**config.mk**
```make
export PLATFORM = sky130hd
export DESIGN_NAME = adc_sample_stream
export DESIGN_NICKNAME = d
export VERILOG_FILES = /design/src/rtl/adc_pkg.sv /design/src/rtl/sync_fifo.sv /design/src/rtl/adc_sample_stream.sv
export SDC_FILE = /design/constraint.sdc
export NUM_CORES = 1
export LEC_CHECK = 0
export CAP_MARGIN = 20
export CORE_MARGIN = 2
export CORE_UTILIZATION = 50
export DETAILED_ROUTE_END_ITERATION = 7
export HOLD_SLACK_MARGIN = 0.08
export MAX_ROUTING_LAYER = met4
export PLACE_DENSITY = 0.76
export SLEW_MARGIN = 20
export SYNTH_ARGS = -nofsm -noshare
export SYNTH_HDL_FRONTEND = slang
export SYNTH_HIERARCHICAL = 1
export SYNTH_SLANG_ARGS = --single-unit
```
**constraint.sdc**
```tcl
create_clock -name clk -period 3 [get_ports clk]
set_input_delay 0.45 -clock clk [delete_from_list [all_inputs] [get_ports clk]]
set_output_delay 0.45 -clock clk [all_outputs]
set_load 0.1 [all_outputs]
```
**src/rtl/adc_pkg.sv**
```systemverilog
// Shared sizing helpers for the ADC sample stream: accumulator and exponent widths
// plus the channel-offset function used to unpack sample words.
package adc_pkg;

    localparam int ADC_DATA_BITS      = 10;
    localparam int ADC_CHANNELS       = 2;
    localparam int ADC_AVG_LOG2_MAX   = 3;
    localparam int ADC_FIFO_ADDR_SIZE = 2;
    localparam int ADC_DROP_CNT_BITS  = 16;

    // Sum of 2^avg_log2_max samples of data_bits each cannot exceed this width.
    function automatic int acc_bits(input int data_bits, input int avg_log2_max);
        return data_bits + avg_log2_max;
    endfunction

    function automatic int avg_bits(input int avg_log2_max);
        return $clog2(avg_log2_max + 1);
    endfunction

    // Channel 0 sits in the MSBs, so channel k starts (channels-1-k) slots up.
    function automatic int chan_lsb(input int channels, input int data_bits, input int k);
        return (channels - 1 - k) * data_bits;
    endfunction

endpackage

```
**src/rtl/sync_fifo.sv**
```systemverilog
// Single-clock show-ahead FIFO; r_data presents the head entry (zero when empty).
// A write while full is accepted only when a read frees a slot in the same cycle.
module sync_fifo #(
    parameter int DATA_WIDTH = 20,
    parameter int ADDR_SIZE  = 2
) (
    input  logic                  clk,
    input  logic                  rst_n,
    input  logic                  w_inc,
    input  logic [DATA_WIDTH-1:0] w_data,
    output logic                  w_full,
    input  logic                  r_inc,
    output logic [DATA_WIDTH-1:0] r_data,
    output logic                  r_empty
);

    localparam int DEPTH = 1 << ADDR_SIZE;

    logic [ADDR_SIZE:0]    wptr_q, wptr_d;
    logic [ADDR_SIZE:0]    rptr_q, rptr_d;
    logic [DATA_WIDTH-1:0] mem_q [DEPTH];
    logic                  wr_en, rd_en;

    // Extra pointer bit separates full from empty when the address bits match.
    assign r_empty = (wptr_q == rptr_q);
    assign w_full  = (wptr_q[ADDR_SIZE] != rptr_q[ADDR_SIZE]) &&
                     (wptr_q[ADDR_SIZE-1:0] == rptr_q[ADDR_SIZE-1:0]);

    assign rd_en  = r_inc & ~r_empty;
    assign wr_en  = w_inc & (~w_full | rd_en);
    assign r_data = r_empty ? '0 : mem_q[rptr_q[ADDR_SIZE-1:0]];

    always_comb begin
        wptr_d = wptr_q;
        rptr_d = rptr_q;
        if (wr_en) wptr_d = wptr_q + 1'b1;
        if (rd_en) rptr_d = rptr_q + 1'b1;
    end

    always_ff @(posedge clk) begin
        if (!rst_n) begin
            wptr_q <= '0;
            rptr_q <= '0;
        end else begin
            wptr_q <= wptr_d;
            rptr_q <= rptr_d;
        end
    end

    always_ff @(posedge clk) begin
        if (wr_en) mem_q[wptr_q[ADDR_SIZE-1:0]] <= w_data;
    end

endmodule

```
**src/rtl/adc_sample_stream.sv**
```systemverilog
// Multi-channel ADC capture: power-of-two window averaging, then a small output FIFO.
// The ADC cannot be stalled, so results arriving at a full FIFO are dropped and counted.
module adc_sample_stream
    import adc_pkg::*;
#(
    parameter int DATA_BITS      = ADC_DATA_BITS,
    parameter int CHANNELS       = ADC_CHANNELS,
    parameter int AVG_LOG2_MAX   = ADC_AVG_LOG2_MAX,
    parameter int FIFO_ADDR_SIZE = ADC_FIFO_ADDR_SIZE,
    parameter int DROP_CNT_BITS  = ADC_DROP_CNT_BITS
) (
    input  logic                              clk,
    input  logic                              rst_n,
    input  logic                              enable,
    input  logic [avg_bits(AVG_LOG2_MAX)-1:0] avg_log2,
    input  logic                              in_valid,
    input  logic [CHANNELS*DATA_BITS-1:0]     in_data,
    output logic                              out_valid,
    input  logic                              out_ready,
    output logic [CHANNELS*DATA_BITS-1:0]     out_data,
    output logic [DROP_CNT_BITS-1:0]          drop_count,
    output logic                              overflow
);

    localparam int ACC_W  = acc_bits(DATA_BITS, AVG_LOG2_MAX);
    localparam int AVG_W  = avg_bits(AVG_LOG2_MAX);
    localparam int CNT_W  = AVG_LOG2_MAX;
    localparam int WORD_W = CHANNELS * DATA_BITS;

    logic              consume, last_sample;
    logic [AVG_W-1:0]  win_q, win_d, win_eff, win_clamped;
    logic [CNT_W-1:0]  cnt_q, cnt_d, win_mask;
    logic              res_valid_q, res_valid_d;
    logic [WORD_W-1:0] res_data_q, res_data_d, avg_word;
    logic              push, pop, fifo_full, fifo_empty, drop;
    logic [DROP_CNT_BITS-1:0] drop_count_q, drop_count_d;
    logic              overflow_q, overflow_d;

    assign consume     = enable & in_valid;
    assign win_clamped = (avg_log2 > AVG_W'(AVG_LOG2_MAX)) ? AVG_W'(AVG_LOG2_MAX) : avg_log2;
    // The exponent is sampled only on the first sample; later samples use the latched copy.
    assign win_eff     = (cnt_q == '0) ? win_clamped : win_q;
    assign win_mask    = CNT_W'((32'd1 << win_eff) - 32'd1);
    assign last_sample = consume & (cnt_q == win_mask);

    for (genvar gi = 0; gi < CHANNELS; gi++) begin : g_chan
        localparam int LSB = chan_lsb(CHANNELS, DATA_BITS, gi);

        logic [ACC_W-1:0] acc_q, acc_d, sum, avg;

        assign sum = acc_q + ACC_W'(in_data[LSB +: DATA_BITS]);
        assign avg = sum >> win_eff;
        assign avg_word[LSB +: DATA_BITS] = avg[DATA_BITS-1:0];

        always_comb begin
            acc_d = acc_q;
            if (!enable || last_sample) acc_d = '0;
            else if (consume)           acc_d = sum;
        end

        always_ff @(posedge clk) begin
            if (!rst_n) acc_q <= '0;
            else        acc_q <= acc_d;
        end
    end

    always_comb begin
        win_d       = win_q;
        cnt_d       = cnt_q;
        res_valid_d = 1'b0;
        res_data_d  = res_data_q;
        if (!enable) begin
            cnt_d = '0;
        end else if (consume) begin
            win_d = win_eff;
            if (last_sample) begin
                cnt_d       = '0;
                res_valid_d = 1'b1;
                res_data_d  = avg_word;
            end else begin
                cnt_d = cnt_q + CNT_W'(1);
            end
        end
    end

    // A result still in the register when capture is disabled is discarded.
    assign push = res_valid_q & enable;
    assign pop  = ~fifo_empty & out_ready;
    assign drop = push & fifo_full & ~pop;

    always_comb begin
        drop_count_d = drop_count_q;
        overflow_d   = overflow_q | drop;
        if (drop && !(&drop_count_q)) drop_count_d = drop_count_q + 1'b1;
    end

    always_ff @(posedge clk) begin
        if (!rst_n) begin
            win_q        <= '0;
            cnt_q        <= '0;
            res_valid_q  <= 1'b0;
            res_data_q   <= '0;
            drop_count_q <= '0;
            overflow_q   <= 1'b0;
        end else begin
            win_q        <= win_d;
            cnt_q        <= cnt_d;
            res_valid_q  <= res_valid_d;
            res_data_q   <= res_data_d;
            drop_count_q <= drop_count_d;
            overflow_q   <= overflow_d;
        end
    end

    sync_fifo #(
        .DATA_WIDTH (WORD_W),
        .ADDR_SIZE  (FIFO_ADDR_SIZE)
    ) u_fifo (
        .clk     (clk),
        .rst_n   (rst_n),
        .w_inc   (push),
        .w_data  (res_data_q),
        .w_full  (fifo_full),
        .r_inc   (pop),
        .r_data  (out_data),
        .r_empty (fifo_empty)
    );

    assign out_valid  = ~fifo_empty;
    assign drop_count = drop_count_q;
    assign overflow   = overflow_q;

endmodule

```
==> results.sh, run 1 <==
export IMPL_setup_ws_ns=0.274
export IMPL_avgSynthCellArea_um2=10.9
export IMPL_synth_area_um2=8050
export IMPL_end_kind="flip-flop"
export IMPL_seq_area_frac_synth_pct=49.0
export IMPL_firstDrtPassIters=5
export IMPL_avgViaCountPerCell=5.81
export IMPL_fin_area_um2=9790
export IMPL_dieArea_um2=17100
export IMPL_portBuffers=64
export IMPL_start_util_pct=50.9
export IMPL_io_pins=65
export IMPL_worstHoldPathType="reg2reg"
export IMPL_grt_max_degree=38
export IMPL_post_route_period_util_pct=90.9
export IMPL_place_hpwl_um=12600
export IMPL_synth_top_area_cell="edfxtp_1"
export IMPL_synth_flop_cell="edfxtp_1"
export IMPL_gp_congestion=0.900
export IMPL_final_cell_mix="edfxtp_1 (80), dfxtp_1 (77), nand2_1 (73)"
export IMPL_cp_arrival_ns=3.07
export IMPL_drc=0
export IMPL_fmax_mhz=367
export IMPL_wl_per_cell_um=17.4
export IMPL_fin_crit_ns=2.73
export IMPL_finalMaxSlewViolations=0
export IMPL_ys_types=71
export IMPL_stdcell_count=1044
export IMPL_critical_path_class="reg2reg"
export IMPL_cp_start_kind="flip-flop"
export IMPL_irDropWorstVdd_uv=429
export IMPL_grt_setup_unrepaired="false"
export IMPL_place_ws_ns=-0.0827
export IMPL_clk_pin_slew_ns=0.06
export IMPL_synth_top_area_share_pct=29.8
export IMPL_dp_cells=1011
export IMPL_cts_sinks=157
export IMPL_hold_ws_ns=0.461
export IMPL_totalNegativeSetupSlack_ns=0
export IMPL_worstMarginPinSlew_ns=0.746
export IMPL_synth_edf_count=80
export IMPL_coreArea_um2=15800
export IMPL_grt_first_pass_wirelength_um=29100
export IMPL_antenna_found_initial=1
export IMPL_synth_fp_nets=796
export IMPL_yosys_top_cells_area="edfxtp_1 (30%), dfxtp_1 (19%), mux4_2 (6.2%), ha_1 (4.4%), nand2_1 (3.4%)"
export IMPL_area_growth_pct=21.6
export IMPL_ys_warn_count=6
export IMPL_grt_overflow_total=0
export IMPL_worstPathRequired_ns=3.34
export IMPL_p_per_area_nw_per_um2=510
export IMPL_grt_use_total_pct=22.7
export IMPL_synthArstFlopShare_pct=0
export IMPL_grt_pass1_vias=5870
export IMPL_cts_htree_levels=4
export IMPL_setup_viol=0
export IMPL_cts_resized=0
export IMPL_fin_nets=871
export IMPL_p_leak_nw=3.61
export IMPL_cts_buffer_depth=2
export IMPL_maxCapViolCount=0
export IMPL_layout_commonest_cell="edfxtp_1"
export IMPL_netlist_instances=739
export IMPL_final_util_pct=61.8
export IMPL_cts_root_buf="clkbuf_16"
export IMPL_wl_um=18200
export IMPL_synth_seq_cells=157
export IMPL_cts_buffers=17
export IMPL_cts_hold_buf=0
export IMPL_postCtsSetupBuffers=0
export IMPL_drt_initial_drc_count=544
export IMPL_ant_nets=0
export IMPL_totalPowerFinal_mw=4.99
export IMPL_cp_max_fo=14
export IMPL_slew_headroom_pct=50.2
export IMPL_die_w_um=131
export IMPL_placed_area_um2=9160
export IMPL_num_fill_cells=1204
export IMPL_status="finished clean"
export IMPL_drive_above_1_share_pct=18.0
export IMPL_finalClockSkew_ns=0.00941
export IMPL_clk_latency_ns=0.42
export IMPL_cts_tree="built"
export IMPL_rows=46
export IMPL_hold_viol_final=0
export IMPL_die_h_um=131
export IMPL_vias=6065
## logic make-up (layout without fill, tap and decap cells)
kind of cell	count (synthesis)	after routing	share of synthesized area, %
AOI/OAI and AO/OA	156	156	14.0
muxes	41	41	8.62
and+or+nand+nor	257	257	15.7
DFF	157	157	49.0
xor gates and xnor gates	44	44	4.79
buffers and inverters	54	142	3.09
other	0	1	0
adders and majority gates	30	30	4.85
## report_power, final
group          internal, mW  switching [mW]  total, mW
clock network          1.39           0.867       2.26
registers              2.27          0.0254       2.29
logic                 0.176           0.263      0.438
## area by class of cell
class | count | area, um^2 | share of cell area [%]
multi-input combinational | 528 | 3870 | 39.6
timing repair buffer | 93 | 1010 | 10.4
sequential | 157 | 3940 | 40.3
tap | 216 | 270 | 2.76
clock inverter | 14 | 191 | 1.96
clock buffer | 18 | 429 | 4.39
inverter | 17 | 65.1 | 0.665
antenna | 1 | 2.50 | 0.0256
## state kept, by name, indices dropped and copies added, names as in the netlist, named ones only
| name | cells |
|---|---|
| u_fifo/rptr_q | 3 |
| res_data_q | 20 |
| u_fifo/wptr_q | 3 |
| overflow | 1 |
| cnt_q | 3 |
| drop_count | 16 |
| win_q | 2 |
| res_valid_q | 1 |
| g_chan.acc_q | 26 |
| u_fifo/mem_q | 80 |
## worst max-delay path, stage by stage (launching register included)
cell	delay (ns)
dfxtp_1	0.43
inv_1	0.09
ha_1	0.25
nand2b_1	0.29
buf_4	0.22
mux2_2	0.47
nor2_1	0.30
a221oi_1	0.15
a31o_2	0.26
a31oi_1	0.18
## layer usage
metal	track usage [%]	vias up	share of wire [%]
met5	-	-	0
met1	28.1	2938	44
met4	9.01	0	2.4
li1	-	2900	-
met2	37.1	193	49
met3	4.23	34	4.4
## cell usage after synthesis (5+ instances only)
library cell  count
nand2_1          73
a31oi_1          10
edfxtp_1         80
a211oi_1         11
a21o_1            7
nor2_1           67
inv_1            16
o211ai_1          9
a21oi_2           5
and3_1            7
and2_1            7
dfxtp_1          77
o21ai_0          25
a21oi_1          35
xor2_1           25
and4_1            6
mux4_2           22
buf_2             6
nor2b_1          23
nand2b_1          7
clkbuf_1         25
o2111ai_1         6
ha_1             28
xnor2_1          19
o22ai_1           6
mux2i_1          15
nor3_1           14
nand3_1          30
o211a_1           6
## worst paths after layout
check | from | to | slack [ns] | depth (start not counted)
max reg2reg | cnt_q[0] | res_data_q[9] | 0.27 | 9
min reg2reg | g_chan[0].acc_q[8] | g_chan[0].acc_q[8] | 0.46 | 2
max | cnt_q[0] | res_data_q[9] | 0.27 | 9
min | g_chan[0].acc_q[8] | g_chan[0].acc_q[8] | 0.46 | 2
Power figures use the tool's default switching activity.
==> run 2: changes to the inputs <==
--- a/config.mk
+++ b/config.mk
@@ -15,5 +15,4 @@
 export SLEW_MARGIN = 20
 export SYNTH_ARGS = -nofsm -noshare
 export SYNTH_HDL_FRONTEND = slang
-export SYNTH_HIERARCHICAL = 1
 export SYNTH_SLANG_ARGS = --single-unit
==> run 2 against run 1 <==
  * Area after synthesis shrank 2.3%
  * Via count grew 0.66%
  * Final area shrank 1.7%
  * Global-route usage grew 1.3 points
  * Non-clock buffer count grew 5
  * Sequential share of layout area grew 0.70 points
  * Critical path type is now in2reg
  * Largest cell class unchanged
  * Highest routed layer unchanged
==> results.sh, run 2 <==
export IMPL_grt_use_total_pct=24.0
export IMPL_avgViaCountPerCell=5.87
export IMPL_finalClockSkew_ns=0.00880
export IMPL_layout_commonest_cell="edfxtp_1"
export IMPL_fin_crit_ns=2.72
export IMPL_grt_max_degree=29
export IMPL_p_leak_nw=3.48
export IMPL_synth_area_um2=7870
export IMPL_cts_tree="built"
export IMPL_dieArea_um2=16800
export IMPL_cts_htree_levels=4
export IMPL_synthXorXnorAreaFrac_pct=4.90
export IMPL_grt_overflow_total=0
export IMPL_crit_end="res_data_q[9]"
export IMPL_synth_fp_nets=791
export IMPL_post_route_period_util_pct=90.8
export IMPL_netlist_instances=734
export IMPL_rr_worst_depth=8
export IMPL_coreArea_um2=15300
export IMPL_place_ws_ns=-0.133
export IMPL_totalNegativeSetupSlack_ns=0
export IMPL_wl_per_cell_um=17.9
export IMPL_vias=6105
export IMPL_synth_top_family_by_area="simple AND/OR/NAND/NOR gates"
export IMPL_cp_max_fo=5
export IMPL_synth_adder_area_share_pct=4.96
export IMPL_fin_nets=873
export IMPL_synth_common_cells="edfxtp_1 (80), dfxtp_1 (77), nor2_1 (74)"
export IMPL_cp_arrival_ns=3.04
export IMPL_synth_seq_cells=157
export IMPL_r2r_end="res_data_q[19]"
export IMPL_portBuffers=64
export IMPL_cts_hold_buf=0
export IMPL_status="finished clean"
export IMPL_cts_root_buf="clkbuf_16"
export IMPL_hold_start="g_chan[1].acc_q[0]"
export IMPL_hold_viol_final=0
export IMPL_drc=0
export IMPL_seq_area_frac_synth_pct=50.1
export IMPL_synth_flop_cell="edfxtp_1"
export IMPL_cts_resized=0
export IMPL_io_pins=65
export IMPL_crit_start="in_data[0]"
export IMPL_rows=45
export IMPL_rrSetupSlack_ns=0.42
export IMPL_synth_top_area_cell="edfxtp_1"
export IMPL_place_hpwl_um=12900
export IMPL_wl_um=18600
export IMPL_irDropWorstVdd_uv=349
export IMPL_grt_setup_unrepaired="false"
export IMPL_setup_viol=0
export IMPL_synth_compound_area_share_pct=14.1
export IMPL_clk_pin_slew_ns=0.06
export IMPL_setup_ws_ns=0.277
export IMPL_final_cell_mix="edfxtp_1 (80), dfxtp_1 (77), nor2_1 (74)"
export IMPL_ys_warn_count=0
export IMPL_cp_start_kind="primary input"
export IMPL_cts_sinks=157
export IMPL_maxCapViolCount=0
export IMPL_avgSynthCellArea_um2=10.7
export IMPL_end_kind="flip-flop"
export IMPL_ys_types=73
export IMPL_drt_initial_drc_count=468
export IMPL_synth_simple_area_share_pct=15.4
export IMPL_dp_cells=1008
export IMPL_synth_top_area_share_pct=30.5
export IMPL_multi_input_area_um2=3690
export IMPL_finalMaxSlewViolations=0
export IMPL_grt_first_pass_wirelength_um=30200
export IMPL_synthArstFlopShare_pct=0
export IMPL_start_util_pct=51.4
export IMPL_largest_reg_flops=80
export IMPL_fmax_mhz=367
export IMPL_totalPowerFinal_mw=4.93
export IMPL_slew_headroom_pct=60.1
export IMPL_worstMarginPinSlew_ns=0.597
export IMPL_ant_nets=0
export IMPL_cts_buffers=17
export IMPL_diodes=0
export IMPL_clk_latency_ns=0.43
export IMPL_grt_pass1_vias=6024
export IMPL_synth_mux_area_fraction_pct=7.49
export IMPL_r2r_start="cnt_q[0]"
export IMPL_seqCellArea_um2=3940
export IMPL_synth_edf_count=80
export IMPL_p_per_area_nw_per_um2=513
export IMPL_drive_above_1_share_pct=17.2
export IMPL_critical_path_class="in2reg"
export IMPL_stdcell_count=1040
export IMPL_yosys_top_cells_area="edfxtp_1 (31%), dfxtp_1 (20%), mux4_2 (6.0%), ha_1 (4.5%), nor2_1 (3.5%)"
export IMPL_area_growth_pct=22.2
export IMPL_worstPathRequired_ns=3.32
export IMPL_postCtsSetupBuffers=0
export IMPL_die_w_um=129
export IMPL_cts_buffer_depth=2
export IMPL_firstDrtPassIters=5
export IMPL_antenna_found_initial=0
export IMPL_die_h_um=129
export IMPL_yosysMostFrequentCell="edfxtp_1"
export IMPL_num_fill_cells=1190
export IMPL_gp_congestion=0.921
export IMPL_worstHoldPathType="reg2reg"
run 2: cell count changes after synthesis, sizes merged, moves of 6 or more:
cell,before,now
nand2,74,59
xnor2,19,31
xor2,25,13
a21oi,40,51
o21ai,27,36
nor3,14,22
nor4,1,9
nor2,67,74
o211ai,10,3
mux2i,15,9
run 2: cells by family after synthesis:
kind of cell	Yosys count
fa+ha+maj	30
simple gates	248
xor+xnor	44
flops	157
mux	32
compound gates	166
buf+inv	57
run 2: per-layer routing:
| layer | GRT usage [%] | up-vias | part of all wire (%) |
|---|---|---|---|
| met5 | - | - | 0 |
| met4 | 8.73 | 0 | 2.0 |
| met3 | 3.63 | 24 | 4.2 |
| met2 | 40.0 | 186 | 50 |
| met1 | 29.7 | 3006 | 43 |
| li1 | - | 2889 | - |
run 2: critical path, stage by stage:
cell and delay [ns]:
clkdlybuf4s50_1 0.41, ha_1 0.25, fa_1 0.41, a211oi_2 0.24
o211ai_1 0.15, a221oi_1 0.30, buf_4 0.20, xnor2_1 0.17
o22ai_1 0.16, a2111oi_2 0.31
run 2: where the power goes:
part	leakage [nW]	total (mW)	internal (mW)	switching (mW)
Clock	0.276	2.14	1.24	0.905
Combinational	1.80	0.491	0.194	0.297
Sequential	1.41	2.30	2.27	0.0272
Total	3.48	4.93	3.70	1.23
run 2: layout make-up:
class	instances	area share [%]
Tap cell	211	2.74
Sequential cell	157	41.0
Clock buffer	17	4.42
Clock inverter	15	1.65
Multi-Input combinational cell	520	38.4
Timing Repair Buffer	98	10.9
Inverter	22	0.858
run 2: metrics by stage:
step	hold WS (ns)	utilization, %	cell area (um^2)
floorplan	0.440	-	7870
CTS	0.461	62.8	9620
finish	0.460	62.8	9620
global route	0.482	62.8	9620
global placement	0.446	59.0	9030
detailed placement	0.453	59.0	9030
run 2: how the worst min path moves through the flow:
stage,depth (start not counted),slack (ns),endpoint
2_1_floorplan,2,0.44,g_chan[0].acc_q[0]
5_1_grt,2,0.48,g_chan[1].acc_q[9]
3_5_place_dp,2,0.45,g_chan[1].acc_q[7]
4_1_cts,2,0.46,g_chan[1].acc_q[7]
6_report,2,0.46,g_chan[1].acc_q[0]
3_3_place_gp,2,0.45,g_chan[0].acc_q[0]
==> patch 1, RTL diff (flow settings as in run 2) <==
Change the package constant `ADC_CHANNELS` from 2 to 1.
--- a/src/rtl/adc_pkg.sv
+++ b/src/rtl/adc_pkg.sv
@@ -3,7 +3,7 @@
 package adc_pkg;
 
     localparam int ADC_DATA_BITS      = 10;
-    localparam int ADC_CHANNELS       = 2;
+    localparam int ADC_CHANNELS       = 1;
     localparam int ADC_AVG_LOG2_MAX   = 3;
     localparam int ADC_FIFO_ADDR_SIZE = 2;
     localparam int ADC_DROP_CNT_BITS  = 16;
Ports: changed (resized in_data and out_data); port bits go from 65 to 45. The function was not compared with the original's and may differ.
==> patch 1 against run 2 <==
Core utilization decreased by 2.3 points; count of clock-buffer cells in the layout decreased by 5; combinational power decreased by 43%; cell area decreased by 39%; worst setup slack improved by 0.033 ns; sequential cell count decreased by 63; total power decreased by 49%; wire length decreased by 47%; area after synthesis decreased by 37%.
==> patch 1: results (changes against run 2) <==
stage	metric	value	unit	change
outcome	status	complete, no violations		unchanged
routing	WL final	9940	um	was 18600 um
cts	postcts setup bufs	0		unchanged
finish	ANT cells	0		unchanged
synth	Synth top cells by count	54 x dfxtp_1, 44 x nor2_1, 43 x nand2_1		was 80 x edfxtp_1, 77 x dfxtp_1, 74 x nor2_1
synth	Compound-Gate Fraction of Synth Area	14.4	%	was 14.1%
timing	Clock Skew	0.0133	ns	was 0.00880 ns
routing	DR iter-0 viols	182		was 468
pwr	Leak	2.17	nW	was 3.48 nW
synth	total nets after synthesis	500		was 791
synth	Synth Warn #	0		unchanged
run	max-cap violation count	0		unchanged
placement	PortBufs	44		was 64
synth	ys async rst share	0	%	unchanged
global_routing	vias in the first global route	3531		was 6024
routing	top routing layer in use	met4		unchanged
finish	layout cells sized above 1	17.1	%	was 17.2%
finish	Synth-to-Final Area Change	18.1	%	was 22.2%
cts	CTS clk-pin slew, worst paths	0.09	ns	was 0.06 ns
routing	via count of the routed design	3597		was 6105
worst_setup_path	critical path data arrival time	2.95	ns	was 3.04 ns
finish	final net count	550		was 873
finish	fillcell total	788		was 1190
cts	post-cts repair resize count	0		unchanged
pwr	Power Density	426	mW/mm^2	was 513 mW/mm^2
synth	Synth Flop Type	dfxtp_1		was edfxtp_1
routing	met2 routed WL	4750	um	was 9380 um
routing	Pre-antenna DRT Iters	5		unchanged
placement	dpl ws	-0.0299	ns	was -0.133 ns
cts	clock root buffer	clkbuf_8		was clkbuf_16
finish	Largest register FFs	40		was 80
cts	clock buffer depth	2		unchanged
worst_hold_path	worst hold stages	2		unchanged
global_routing	GRT Total Usage	19.5	%	was 24.0%
global_routing	first-pass GRT wire length	16800	um	was 30200 um
synth	Distinct cells, synth	73		unchanged
global_routing	pin count of the biggest net entering global routing	25		was 29
cts	Worst-Skew Late Latency	0.36	ns	was 0.43 ns
worst_setup_path	R2R depth	10		was 8
pwr	Max VDD drop	330	uV	was 349 uV
global_routing	initial antenna violation count	0		unchanged
synth	dominant cells by area after synthesis	edfxtp_1 24%, dfxtp_1 22%, mux4_2 5.0%		was edfxtp_1 31%, dfxtp_1 20%, mux4_2 6.0%
synth	XOR/XNOR share of the synthesized area	6.35	%	was 4.90%
cts	htree depth	3		was 4
synth	mux share of post-synthesis cell area	8.39	%	was 7.49%
routing	met1 WL	4690	um	was 8050 um
synth	Synth Area in Adders	4.94	%	was 4.96%
placement	routability congestion estimate	0.975		was 0.921
synth	Seq/Total Area, Yosys	46.0	%	was 50.1%
cts	TritonCTS Buffers	9		was 17
timing	Slew @ Worst Pin	0.682	ns	was 0.597 ns
timing	Slew Limit Fails	0		unchanged
routing	wire length on met3	373	um	was 773 um
synth	Post-synth EDFFs	40		was 80
placement	hpwl dp	7260	um	was 12900 um
worst_setup_path	crit-path max FO	4		was 5
worst_hold_path	HP Class	flip-flop to flip-flop		unchanged
-- patch 1: logic make-up (layout without fill, tap and decap cells) --
group	Yosys count	count (layout)
xor+xnor	36	36
mux	26	26
fa+ha+maj	19	19
simple gates	164	164
compound gates	93	93
flops	94	94
buf+inv	32	87
-- patch 1: area by class of cell --
class | instances | area share (%)
multi-input combinational | 338 | 43.2
sequential | 94 | 38.9
timing repair buffer | 59 | 10.6
clock buffer | 12 | 3.03
tap | 133 | 2.84
inverter | 12 | 0.854
clock inverter | 4 | 0.534
-- patch 1: final timing paths --
check	from	end	slack (ns)
worst max-delay path	in_data[0]	res_data_q[7]	0.31
worst min-delay path	g_chan[0].acc_q[8]	g_chan[0].acc_q[8]	0.46
worst max register to register	cnt_q[1]	res_data_q[7]	0.36
worst min register to register	g_chan[0].acc_q[8]	g_chan[0].acc_q[8]	0.46
-- patch 1: stage by stage --
stage	hold slack [ns]	std cells	setup TNS [ns]	cell area, sq um	util, %
after floorplan	0.438	464	0	4960	-
after global placement	0.446	636	0	5650	58.4
after detailed placement	0.455	636	-0.0448	5650	58.4
after CTS	0.468	652	0	5860	60.5
after global routing	0.485	652	0	5860	60.5
final	0.464	652	0	5860	60.5
-- patch 1: where the power goes --
part | internal, mW | switching [mW] | leakage (nW)
Clock | 0.410 | 0.456 | 0.104
Sequential | 1.34 | 0.0139 | 0.830
Combinational | 0.117 | 0.161 | 1.24
-- patch 1: routing by layer --
| metal | global-route usage [%] | up-vias |
|---|---|---|
| met5 | - | - |
| met4 | 6.95 | 0 |
| met3 | 2.52 | 13 |
| met2 | 32.5 | 67 |
| met1 | 24.5 | 1704 |
| li1 | - | 1813 |
-- patch 1: critical path, cell delays in order --
cell             delay (ns)
clkdlybuf4s50_1        0.41
ha_1                   0.24
fa_1                   0.40
a21o_1                 0.21
a21o_1                 0.21
a31oi_1                0.26
buf_4                  0.17
xnor2_1                0.16
o221ai_2               0.14
o32ai_2                0.30
==> patch 2, RTL diff (flow settings as in run 2) <==
Without the edit above. Reset style: asynchronous (`rst_n`), changed in 3 clocked blocks.
--- a/src/rtl/sync_fifo.sv
+++ b/src/rtl/sync_fifo.sv
@@ -37,7 +37,7 @@
         if (rd_en) rptr_d = rptr_q + 1'b1;
     end
 
-    always_ff @(posedge clk) begin
+    always_ff @(posedge clk or negedge rst_n) begin
         if (!rst_n) begin
             wptr_q <= '0;
             rptr_q <= '0;
--- a/src/rtl/adc_sample_stream.sv
+++ b/src/rtl/adc_sample_stream.sv
@@ -58,7 +58,7 @@
             else if (consume)           acc_d = sum;
         end
 
-        always_ff @(posedge clk) begin
+        always_ff @(posedge clk or negedge rst_n) begin
             if (!rst_n) acc_q <= '0;
             else        acc_q <= acc_d;
         end
@@ -94,7 +94,7 @@
         if (drop && !(&drop_count_q)) drop_count_d = drop_count_q + 1'b1;
     end
 
-    always_ff @(posedge clk) begin
+    always_ff @(posedge clk or negedge rst_n) begin
         if (!rst_n) begin
             win_q        <= '0;
             cnt_q        <= '0;
Function: differs if rst_n is asserted again (counterexample within 4 cycles, from zero or initial values and one cycle with rst_n low); with rst_n held inactive, the same outputs for 4 cycles.
==> patch 2 against run 2 <==
Area after synthesis decreased by 0.83%; synthesized cell count decreased by 14%; count of clock-buffer cells in the layout increased by 1; non-clock buffer count unchanged; sequential share of layout area increased by 3.2 points; worst setup slack got worse by 0.10 ns; first-iteration DRC count decreased by 28%; cell area increased by 0.55%; worst hold slack got worse by 0.28 ns; wire length decreased by 8.6%; sequential cell count decreased by 2; critical path type is now flip-flop to flip-flop; highest routed layer unchanged.
Power is not compared: it rests on default switching activity, and its combinational part moved more than twofold at a synthesized area within 25%.
==> patch 2: results (changes against run 2) <==
stage	metric	value	unit	change
outcome	status	complete, no violations		unchanged
finish	clock buf count	18		was 17
routing	wire length on met3	594	um	was 773 um
global_routing	first-pass GRT wire length	27600	um	was 30200 um
synth	syn_area_per_cell	12.3	sq um	was 10.7 sq um
finish	layout cells sized above 1	21.9	%	was 17.2%
finish	fillcell total	1117		was 1190
finish	final-layout non-clock buffer area share	11.1	%	was 10.9%
global_routing	grt met2 use	35.6	%	was 40.0%
routing	met2 routed WL	8370	um	was 9380 um
cts	postcts setup bufs	0		unchanged
timing	Slew @ Worst Pin	0.975	ns	was 0.597 ns
finish	Register Area	0.00428	sq mm	was 0.00394 sq mm
finish	non-clock inverter total of the final layout	17		was 22
finish	fraction of area in multi-input gates	35.2	%	was 38.4%
worst_hold_path	HP Class	input port to async pin		was flip-flop to flip-flop
global_routing	grt met1 use	29.8	%	was 29.7%
finish	clock-cell share of area	6.33	%	was 6.07%
synth	Compound-Gate Fraction of Synth Area	13.2	%	was 14.1%
synth	total nets after synthesis	689		was 791
placement	Placed Area	0.00906	sq mm	was 0.00903 sq mm
synth	ys async rst share	48.4	%	was 0%
die	Die X	129	um	about the same
finish	Layout Cells excl Fill	927		was 1040
routing	DR iter-0 viols	337		was 468
worst_setup_path	Crit path largest cell delay	0.52	ns	was 0.41 ns
placement	hpwl dp	11600	um	was 12900 um
routing	Via density	5.86		was 5.87
worst_setup_path	Top delay family on crit path	simple AND/OR/NAND/NOR gates		was compound AO/OA/AOI/OAI gates
global_routing	pin count of the biggest net entering global routing	76		was 29
synth	Seq/Total Area, Yosys	54.8	%	was 50.1%
finish	#MultiIn Comb	437		was 520
worst_setup_path	crit-path max FO	26		was 5
placement	routability congestion estimate	0.852		was 0.921
timing	Clock Skew	0.00901	ns	was 0.00880 ns
synth	mux share of post-synthesis cell area	8.82	%	was 7.49%
routing	WL final	17000	um	was 18600 um
routing	met1 WL	7790	um	was 8050 um
finish	FFs & Latches	155		was 157
global_routing	GRT Total Usage	22.5	%	was 24.0%
synth	XOR/XNOR share of the synthesized area	3.93	%	was 4.90%
synth	Distinct cells, synth	67		was 73
worst_setup_path	startpoint types	flip-flop		was input port
finish	fraction of area in registers	44.2	%	was 41.0%
finish	final net count	783		was 873
synth	dominant cells by area after synthesis	edfxtp_1 31%, dfrtp_1 24%, mux4_2 6.1%		was edfxtp_1 31%, dfxtp_1 20%, mux4_2 6.0%
global_routing	GR Layer Usage met3	4.45	%	was 3.63%
placement	Inst Count DP	895		was 1008
synth	Synth top cells by count	80 x edfxtp_1, 75 x dfrtp_1, 57 x nand2_1		was 80 x edfxtp_1, 77 x dfxtp_1, 74 x nor2_1
synth	Synth Area in Adders	5.00	%	was 4.96%
placement	dpl ws	-0.196	ns	was -0.133 ns
-- patch 2: changes by cell type after synthesis, moves of 9 or more --
cell      change
a21oi_1      -27
nand3_1      -12
clkbuf_1     -13
nor2_1       -43
a21o_1        +9
nor3_1       -17
dfxtp_1      -77
a22o_1       +18
dfrtp_1      +75
-- patch 2: power groups by stage --
stage	Combinational (mW)	Sequential [mW]	Clock [mW]
after floorplan	3.41	2.98	0
after detailed placement	5.11	3.00	0
after global placement	5.03	2.96	0
after CTS	5.14	2.97	2.25
after global routing	5.37	3.02	2.35
final	5.11	2.97	2.23
-- patch 2: worst paths after layout --
| path | end | cells past startpoint | slack (ns) |
|---|---|---|---|
| worst max register to register | res_data_q[6] | 8 | 0.18 |
| worst min register to register | drop_count[6] | 1 | 0.50 |
| worst max-delay path | res_data_q[6] | 8 | 0.18 |
| worst min-delay path | g_chan[0].acc_q[11] | 1 | 0.18 |
| max in group asynchronous | res_data_q[1] | 1 | 2.19 |
| min in group clk | drop_count[6] | 1 | 0.50 |
